===== src/rtl/zbus_buffer_arbiter.sv =====
// zbus_buffer_arbiter
// Arbitrates the shared Zorro address/data buffers between host slave
// accesses to the SCSI region and NCR bus-master tenures. Each tenure runs
// address phase -> data phase -> turnaround, and every buffer enable,
// direction strobe, grant and bus request is registered from the next state.
//
// Ports:
//   CLK, RESET        board clock, synchronous active-high reset
//   slv_req/read/done slave access request, direction (1=host read), NCR ack
//   mst_req/read/done NCR bus request, direction (1=NCR reads Zorro), end
//   zbg               Zorro bus grant (active high)
//   zbr               Zorro bus request
//   slv_gnt, mst_gnt  current buffer owner
//   ABOE_n, DBOE_n    address / data buffer enables (active low)
//   D2Z_n, Z2D_n      data direction strobes (active low)
//   slv_timeout       one-cycle pulse when a slave data phase times out
//   state             encoded FSM state (debug)
module zbus_buffer_arbiter #(
  parameter int TURN_CYCLES = 1,
  parameter int TIMEOUT     = 255
) (
  input  logic       CLK,
  input  logic       RESET,
  input  logic       slv_req,
  input  logic       slv_read,
  input  logic       slv_done,
  input  logic       mst_req,
  input  logic       mst_read,
  input  logic       mst_done,
  input  logic       zbg,
  output logic       zbr,
  output logic       slv_gnt,
  output logic       mst_gnt,
  output logic       ABOE_n,
  output logic       DBOE_n,
  output logic       D2Z_n,
  output logic       Z2D_n,
  output logic       slv_timeout,
  output logic [2:0] state
);

  localparam int CW = (TIMEOUT > 0) ? $clog2(TIMEOUT + 1) : 1;
  localparam logic [CW-1:0] CMAX  = CW'((TIMEOUT == 0) ? 1 : TIMEOUT);
  localparam logic [2:0]    TLOAD = 3'(TURN_CYCLES - 1);

  typedef enum logic [2:0] {
    IDLE   = 3'd0,
    S_ADDR = 3'd1,
    S_DATA = 3'd2,
    M_REQ  = 3'd3,
    M_OWN  = 3'd4,
    TURN   = 3'd5
  } state_t;

  state_t        st;
  state_t        nxt;
  logic          last_mst;   // 1 when the master held the buffers last
  logic          s_read;
  logic          m_read;
  logic [CW-1:0] tmo_cnt;
  logic [2:0]    turn_cnt;
  logic          tmo_hit;
  logic          tmo_pulse;
  logic          m_dir;

  assign state = st;

  // The master direction is only latched on the M_REQ->M_OWN edge, so the
  // strobes for that same edge must come straight from the input.
  assign m_dir = (st == M_REQ) ? mst_read : m_read;

  always_comb begin
    nxt       = st;
    tmo_pulse = 1'b0;
    // tmo_cnt holds the number of completed S_DATA cycles
    tmo_hit   = (TIMEOUT > 0) && (st == S_DATA) && (int'(tmo_cnt) >= TIMEOUT - 1);
    case (st)
      IDLE: begin
        if (slv_req && (!mst_req || last_mst))
          nxt = S_ADDR;
        else if (mst_req)
          nxt = M_REQ;
      end
      S_ADDR: nxt = slv_req ? S_DATA : TURN;
      S_DATA: begin
        if (slv_done || !slv_req || tmo_hit)
          nxt = TURN;
        // an acknowledge in the timeout cycle is a normal completion
        tmo_pulse = tmo_hit && !slv_done;
      end
      M_REQ: begin
        // buffers were never enabled, so an abort skips the turnaround
        if (!mst_req)
          nxt = IDLE;
        else if (zbg)
          nxt = M_OWN;
      end
      M_OWN: begin
        if (mst_done || !mst_req || !zbg)
          nxt = TURN;
      end
      TURN: begin
        if (turn_cnt == 3'd0)
          nxt = IDLE;
      end
      default: nxt = IDLE;
    endcase
  end

  // Registered state, counters and outputs
  always_ff @(posedge CLK) begin
    if (RESET) begin
      st          <= IDLE;
      last_mst    <= 1'b1;
      tmo_cnt     <= '0;
      turn_cnt    <= '0;
      zbr         <= 1'b0;
      slv_gnt     <= 1'b0;
      mst_gnt     <= 1'b0;
      ABOE_n      <= 1'b1;
      DBOE_n      <= 1'b1;
      D2Z_n       <= 1'b1;
      Z2D_n       <= 1'b1;
      slv_timeout <= 1'b0;
    end else begin
      st <= nxt;
      if (nxt == S_ADDR)
        last_mst <= 1'b0;
      else if (st == M_REQ && nxt == M_OWN)
        last_mst <= 1'b1;

      if (nxt == S_ADDR)
        tmo_cnt <= '0;
      else if (st == S_DATA && nxt == S_DATA && tmo_cnt != CMAX)
        tmo_cnt <= tmo_cnt + CW'(1);

      if (nxt == TURN && st != TURN)
        turn_cnt <= TLOAD;
      else if (st == TURN && turn_cnt != 3'd0)
        turn_cnt <= turn_cnt - 3'd1;

      zbr         <= (nxt == M_REQ) || (nxt == M_OWN);
      slv_gnt     <= (nxt == S_ADDR) || (nxt == S_DATA);
      mst_gnt     <= (nxt == M_OWN);
      ABOE_n      <= !((nxt == S_ADDR) || (nxt == S_DATA) || (nxt == M_OWN));
      DBOE_n      <= !((nxt == S_DATA) || (nxt == M_OWN));
      D2Z_n       <= !(((nxt == S_DATA) && s_read) || ((nxt == M_OWN) && !m_dir));
      Z2D_n       <= !(((nxt == S_DATA) && !s_read) || ((nxt == M_OWN) && m_dir));
      slv_timeout <= tmo_pulse;
    end
  end

  // Direction latches: only meaningful while their owner holds the buffers
  always_ff @(posedge CLK) begin
    if (st == IDLE && nxt == S_ADDR)
      s_read <= slv_read;
    if (st == M_REQ && nxt == M_OWN)
      m_read <= mst_read;
  end

endmodule


===== config.mk =====
export PLATFORM = sky130hd
export DESIGN_NAME = zbus_buffer_arbiter
export DESIGN_NICKNAME = d
export VERILOG_FILES = /design/src/rtl/zbus_buffer_arbiter.sv
export SDC_FILE = /design/constraint.sdc
export NUM_CORES = 1
export LEC_CHECK = 0
export BUFFER_PORTS_ARGS = -buffer_cell sky130_fd_sc_hd__buf_2
export CORE_MARGIN = 2
export CORE_UTILIZATION = 30
export CTS_BUF_LIST = sky130_fd_sc_hd__clkbuf_16
export DETAILED_ROUTE_END_ITERATION = 16
export PLACE_DENSITY = 0.46
export SLEW_MARGIN = 25
export SYNTH_ARGS = -nofsm -noshare
export SYNTH_HDL_FRONTEND = slang
export SYNTH_SLANG_ARGS = --single-unit

===== constraint.sdc =====
create_clock -name CLK -period 4 [get_ports CLK]
set_clock_uncertainty 0.05 [all_clocks]
set_input_delay 0.6 -clock CLK [delete_from_list [all_inputs] [get_ports CLK]]
set_output_delay 0.6 -clock CLK [all_outputs]
set_load 0.02 [all_outputs]

==> summary.md, run 1 <==
| Metric | Value |
|---|---|
| Compound-gate portion of the synthesized area | 15.35% |
| # IOs | 20 |
| CP bufs+invs | 0 |
| Nets | 169 |
| Initial DRC count | 26 |
| Multiplexer share of the synthesized area | around 2.3% |
| Minimum clock period | 2.206 ns |
| Diode count | 0 |
| Cell area power density | 569.0 nW/µm² |
| Worst EP arrival | roughly 2.3 ns |
| Clock slew at reported path FFs | 0.07 ns |
| # DRC | 0 |
| Initial Util | 31.73% |
| Post-Synth Simple-Gate Area | ~28% |
| Max VDD drop | 0.2111 mV |
| HPWL after DPL | 2035 µm |
| Sequential share of power | between 40% and 50% |
| Grt total ovfl | 0 |
| Cells after Synth | 138 |
| Worst slew margin | 55.71% |
| Min-delay worst type | reg2reg |
| Final number of max-transition violations | 0 |
| TritonCTS clock tree | built |
| Ys Warns | 0 |
| DR vias | 1031 |
| Number of synthesized flops with an enable pin | 2 |
| Worst path slowest cell | dfxtp_1 |
| Vias in the first global route | 1011 |
| CTS sink count | 25 |
| Final WS setup | 1.794 ns |
| Clk buf depth | 2 |
| Pre-CTS setup slack | roughly 1.7 ns |
| Setup violators final | 0 |
| Post_cts resized | 0 |
| Final Hold Viols | 0 |
| Fraction of layout cells with a size suffix above 1 | 20.65% |
| Status | finished, final reports clean |
| Setup crit start kind | register |
| Register area share after synthesis | between 40% and 50% |
| Number of CTS-inserted buffers | 3 |
| Pre-antenna DRT Iters | 4 |
| Average wire per cell in the routed design | 13.57 µm |
| Main flop type after synthesis | dfxtp_1 |
| Final Util | 36.32% |
| Via density | 5.029 |
| # rows | 23 |
| Crit Path Category | reg2reg |
| Family with the most delay on the worst path | simple AND/OR/NAND/NOR gates |
| Yosys cell types | 45 |
| WL final | 2781 µm |
| Data required, critical path | 4.09 ns |
| Post-DRT Antenna Nets | 0 |
| Initial antenna violation count | 0 |
| Final worst-path cycle share | a little under three fifths |
| Leak | ~0.57 nW |
| First-pass GRT wire length | 4809 µm |
| Largest family of logic cells by synthesized area | simple AND/OR/NAND/NOR gates |
| H-tree depth | 1 |
| Adder-cell share of the synthesized area | 3.887% |
| Synth Cell Area | 1287 µm² |
| CP max FO | 11 |
| Area growth from synthesis to layout | 14.48% |
| Hold_buf cts | 0 |
| Full die area | 4832 µm² |
| Crit-path max cell delay | 0.57 ns |
| Number of synthesized register bits | 25 |
| Pin count of the biggest net entering global routing | 16 |
| Root buffer cell | clkbuf_16 |
| Worst Tran Pin Value | 0.6560 ns |
| Sw Pwr | slightly below 0.3 mW |
| Syn Nets | 151 |
| Skew-Pair Late Insertion Delay | 0.26 ns |
| Combinational share of power | 33.2% |
| Routability cong. | between 0.7 and 0.8 |
| Switching share of power | 35.50% |
| Core Box Area | ~4100 µm² |
| Cell mode on critical path | or3_1 |
| Syn_area_per_cell | roughly 9.3 µm² |
| IO Port Bufs | 19 |
| Synth Area in XOR/XNOR | 2.721% |
| Async SR Flop Fraction | 0% |
| Setup repair bufs after CTS | 0 |
| RSZ-0062 raised after global routing | false |
| Setup TNS | 0 ns |
| Cell-internal power | 0.5410 mW |
| MaxCap Viol Count | 0 |
| CP Cell Sequence | or3b_4 > nor4_4 > or3_1 > nor3b_2 > or3_1 |
| Global Route Usage Sum | about an eighth |
| Fmax | 453.4 MHz |
| Setup crit end kind | register |
| DIE HEIGHT | approximately 70 µm |
| Clock share of power | 26.8% |
| Die Wd | 69.51 µm |
routing by layer:
layer  track usage [%]  up-vias  part of all wire [%]
met5                 0        -                     0
met4             3.268        0                  0.61
met3             2.471        2                   4.2
met2             17.41       23                    44
met1             18.35      478                    51
li1                  -      528                     -
cell families (layout without fill, tap and decap cells):
family,after synthesis,in the layout
fa+ha+maj,4,4
mux,3,3
xor+xnor,4,4
simple gates,60,60
flops,25,25
buf+inv,15,32
compound gates,27,27
power by group through the flow:
stage	clock network [mW]	logic, mW	registers, mW
after floorplan	0	0.213	0.354
after global placement	0	0.278	0.337
after detailed placement	0	0.279	0.341
after CTS	0.235	0.280	0.335
after global routing	0.242	0.310	0.342
final	0.225	0.278	0.336
state kept, by name, indices dropped and copies added, names as in the netlist:
register     flops
DBOE_n           1
m_read           1
s_read           1
tmo_cnt          8
mst_gnt          1
ABOE_n           1
Z2D_n            1
slv_timeout      1
zbr              1
state            3
D2Z_n            1
last_mst         1
turn_cnt         3
slv_gnt          1
final cells by class:
| cell class | instances | area (µm²) |
|---|---|---|
| Clock buffer | 3 | 75.07 |
| Clock inverter | 1 | 7.507 |
| Fill cell | 410 | 2584 |
| Inverter | 9 | 33.78 |
| Multi-Input combinational cell | 98 | 679.4 |
| Sequential cell | 25 | 520.5 |
| Tap cell | 50 | 62.56 |
| Timing Repair Buffer | 19 | 95.09 |
Yosys cell counts (3+ instances only):
cell	number	area, µm²
nand3_1	4	20.02
a31oi_1	4	25.02
and3_1	3	18.77
nand2_1	7	26.28
a211o_1	3	26.28
inv_1	9	33.78
or3_1	4	25.02
nand2b_1	3	18.77
nor2_1	14	52.55
ha_1	4	50.05
mux2i_1	3	30.03
or2_2	3	18.77
buf_6	4	45.04
nor3_1	5	25.02
o21ai_1	3	15.01
dfxtp_1	23	460.4
xnor2_1	4	35.03
o21ai_0	3	15.01
cell usage in the layout, fill, tap and decap left out, types with 2 or more instances in the layout:
master     netlist  layout
a211o_1          3       3
or2_2            3       3
a211oi_1         2       2
nand2_1          7       7
nor2_1          14      14
nand3b_1         2       2
o211ai_1         2       2
edfxtp_1         2       2
o21ai_0          3       3
buf_2            1      19
nor3_1           5       5
ha_1             4       4
a21oi_1          2       2
xnor2_1          4       4
dfxtp_1         23      23
and2_1           2       2
nand2b_1         3       3
clkbuf_16        0       3
o21ai_1          3       3
nand3_1          4       4
nor3b_1          2       2
and3_1           3       3
or3_1            4       4
or2_1            2       2
inv_1            9       9
a31oi_1          4       4
mux2i_1          3       3
final timing paths:
kind                            slack (ns)          end         from  cells after the start
worst max-delay path                  1.79       DBOE_n     state[1]                      5
worst min-delay path                  0.41  turn_cnt[0]  turn_cnt[0]                      1
worst max register to register        1.79       DBOE_n     state[1]                      5
worst min register to register        0.41  turn_cnt[0]  turn_cnt[0]                      1
stage by stage:
stage	hold slack (ns)	cell area [µm²]	std cells	total power [mW]
detailed placement	0.4016	1391	201	0.6196
CTS	0.4113	1474	205	0.8503
finish	0.4088	1474	205	0.8387
global route	0.4441	1474	205	0.8931
floorplan	0.3811	1287	138	0.5668
global placement	0.4136	1391	201	0.6150
No activity file was read; power rests on OpenSTA's default activity.
==> run 2, diff against run 1 <==
==> constraint.sdc (replaced) <==
create_clock -name CLK -period 2.2 [get_ports CLK]
set_clock_uncertainty 0.05 [all_clocks]
set_input_delay 0.33 -clock CLK [delete_from_list [all_inputs] [get_ports CLK]]
set_output_delay 0.33 -clock CLK [all_outputs]
set_load 0.02 [all_outputs]
==> run 2 against run 1 <==
Effect of this change: non-clock buffer count up 2; highest routed layer unchanged; core utilization up 0.52 points; via count up 1.9%; routed wire length down 1.8%; first-iteration DRC count up 23%; total power up 85%; sequential power up 81%; combinational power up 91%; register-to-register slack worse by 1.6 ns; flip-flop and latch count unchanged.
==> summary.md, run 2 (synthesis gave the netlist of run 1 again) <==
| Metric | Value |
|---|---|
| Setup crit end kind | register |
| Flop2flop setup slack | ~0.16 ns |
| DIE HEIGHT | 69.51 µm |
| Routability cong. | between 0.7 and 0.8 |
| Commonest non-fill, non-tap cells in the layout | 22 x dfxtp_1, 19 x buf_2, 14 x nor2_1 |
| FF-to-FF End | DBOE_n |
| Crit Path Category | reg2reg |
| Setup TNS | 0 ns |
| CTS sink count | 25 |
| Worst r2r src | state[0] |
| IO Port Bufs | 19 |
| Area growth from synthesis to layout | 16.13% |
| Total Power | 1.550 mW |
| Pre-CTS setup slack | 0.09464 ns |
| Clock share of power | 26.5% |
| Largest register FFs | 8 |
| Fmax | 489.9 MHz |
| Post-DRT Antenna Nets | 0 |
| Number of CTS-inserted buffers | 3 |
| Worst slew margin | 54.11% |
| Status | finished, final reports clean |
| Pin count of the biggest net entering global routing | 16 |
| H-tree depth | 1 |
| Final WS setup | 0.1588 ns |
| Final worst-path cycle share | slightly above 90% |
| Most common cell after layout, fill and taps aside | dfxtp_1 |
| Final number of max-transition violations | 0 |
| # IOs | 20 |
| Switching share of power | 35.18% |
| Reg2Reg Depth | 5 |
| Worst hold slack | 0.1928 ns |
| Hold path cells | 1 |
| Fraction of layout cells with a size suffix above 1 | between 20% and 30% |
| CP max FO | 11 |
| MaxCap Viol Count | 0 |
| Global Route Usage Sum | about an eighth |
| Final instance area | 1495 µm² |
| Cell area power density | 1036 nW/µm² |
| Via density | 5.077 |
| Cell mode on critical path | or3_1 |
| Nets | between 150 and 200 |
| Combinational share of power | about 34% |
| Setup crit start kind | register |
| Worst path slowest cell | dfxtp_1 |
| Family with the most delay on the worst path | simple AND/OR/NAND/NOR gates |
| Setup repair bufs after CTS | 0 |
| Root buffer cell | clkbuf_16 |
| Cell-internal power | around 1.0 mW |
| CP Cell Sequence | nor2_1 > a22oi_1 > o21ai_1 > or3_1 > or3_1 |
| Average wire per cell in the routed design | 13.19 µm |
| Full die area | 4832 µm² |
| Pre-antenna DRT Iters | 4 |
| Die Wd | 69.51 µm |
| Final std cells w/o fill | between 200 and 250 |
| Max VDD drop | between 0.3 and 0.4 mV |
| Largest Register | tmo_cnt |
| Diode count | 0 |
| CP bufs+invs | 0 |
| # DRC | 0 |
| Placed insts | 203 |
| Worst Tran Pin Value | just under 0.7 ns |
| Grt total ovfl | 0 |
| Data required, critical path | 2.30 ns |
| HPWL after DPL | 2104 µm |
| Vias in the first global route | between 900 and 1k |
| Final Util | 36.85% |
| # rows | 23 |
| Clock slew at reported path FFs | 0.07 ns |
| First-pass GRT wire length | approximately 4700 µm |
| Initial antenna violation count | 0 |
| WL final | about 2700 µm |
| Skew-Pair Late Insertion Delay | 0.26 ns |
| Clk buf depth | 2 |
| Minimum clock period | 2.041 ns |
| Crit-path max cell delay | 0.58 ns |
| Leak | 0.5770 nW |
| Hold path startpoint | slv_read |
| Worst EP arrival | approximately 2.1 ns |
| DR vias | roughly 1.1k |
| Initial DRC count | 32 |
| Core Box Area | 4058 µm² |
| RSZ-0062 raised after global routing | false |
| Initial Util | 31.73% |
| WHS Endpoint | s_read |
| Min-delay worst type | in2reg |
| TritonCTS clock tree | built |
| Final Hold Viols | 0 |
| Dpl cell area | roughly 1400 µm² |
| Sequential share of power | 39.2% |
| Setup violators final | 0 |
| Sw Pwr | 0.5452 mW |
[run 2: worst reg2reg max path: stages, from the launching register on]
cell and delay [ns]:
dfxtp_1 0.58, nor2_1 0.11, a22oi_1 0.22, o21ai_1 0.12, or3_1 0.49, or3_1 0.37
[run 2: worst max path at each step]
stage	slack (ns)	end	cells past startpoint	startpoint
5_1_grt	0.005	DBOE_n	5	state[0]
3_3_place_gp	0.11	D2Z_n	5	state[1]
2_1_floorplan	0.15	DBOE_n	7	state[1]
3_5_place_dp	0.09	DBOE_n	5	state[1]
6_report	0.16	DBOE_n	5	state[0]
4_1_cts	0.09	DBOE_n	5	state[1]
[run 2: repair_timing]
item	CTS	global route
endpoints found under the setup margin	0	7
hold buffers	0	0
gates resized for setup	0	2
[run 2: cell type report]
cell class | instances | area [µm²]
Clock inverter | 1 | 7.507
Fill cell | 415 | 2562
Inverter | 9 | 33.78
Multi-Input combinational cell | 98 | 684.4
Sequential cell | 25 | 521.8
Tap cell | 50 | 62.56
Timing Repair Buffer | 21 | 110.1
Clock buffer | 3 | 75.07
[run 2: power by group through the flow]
stage                     registers, mW  logic [mW]  clock network, mW
after floorplan                   0.644       0.387                  0
after global placement            0.610       0.529                  0
after detailed placement          0.614       0.535                  0
after CTS                         0.605       0.537              0.422
after global routing              0.620       0.588              0.447
final                             0.607       0.532              0.411
[run 2: per-layer routing]
layer,global-route usage [%],share of wire [%],vias up
li1,-,-,535
met1,16.46,51,497
met2,18.16,45,15
met3,2.762,3.6,4
met4,3.922,1.1,0
met5,0,0,-
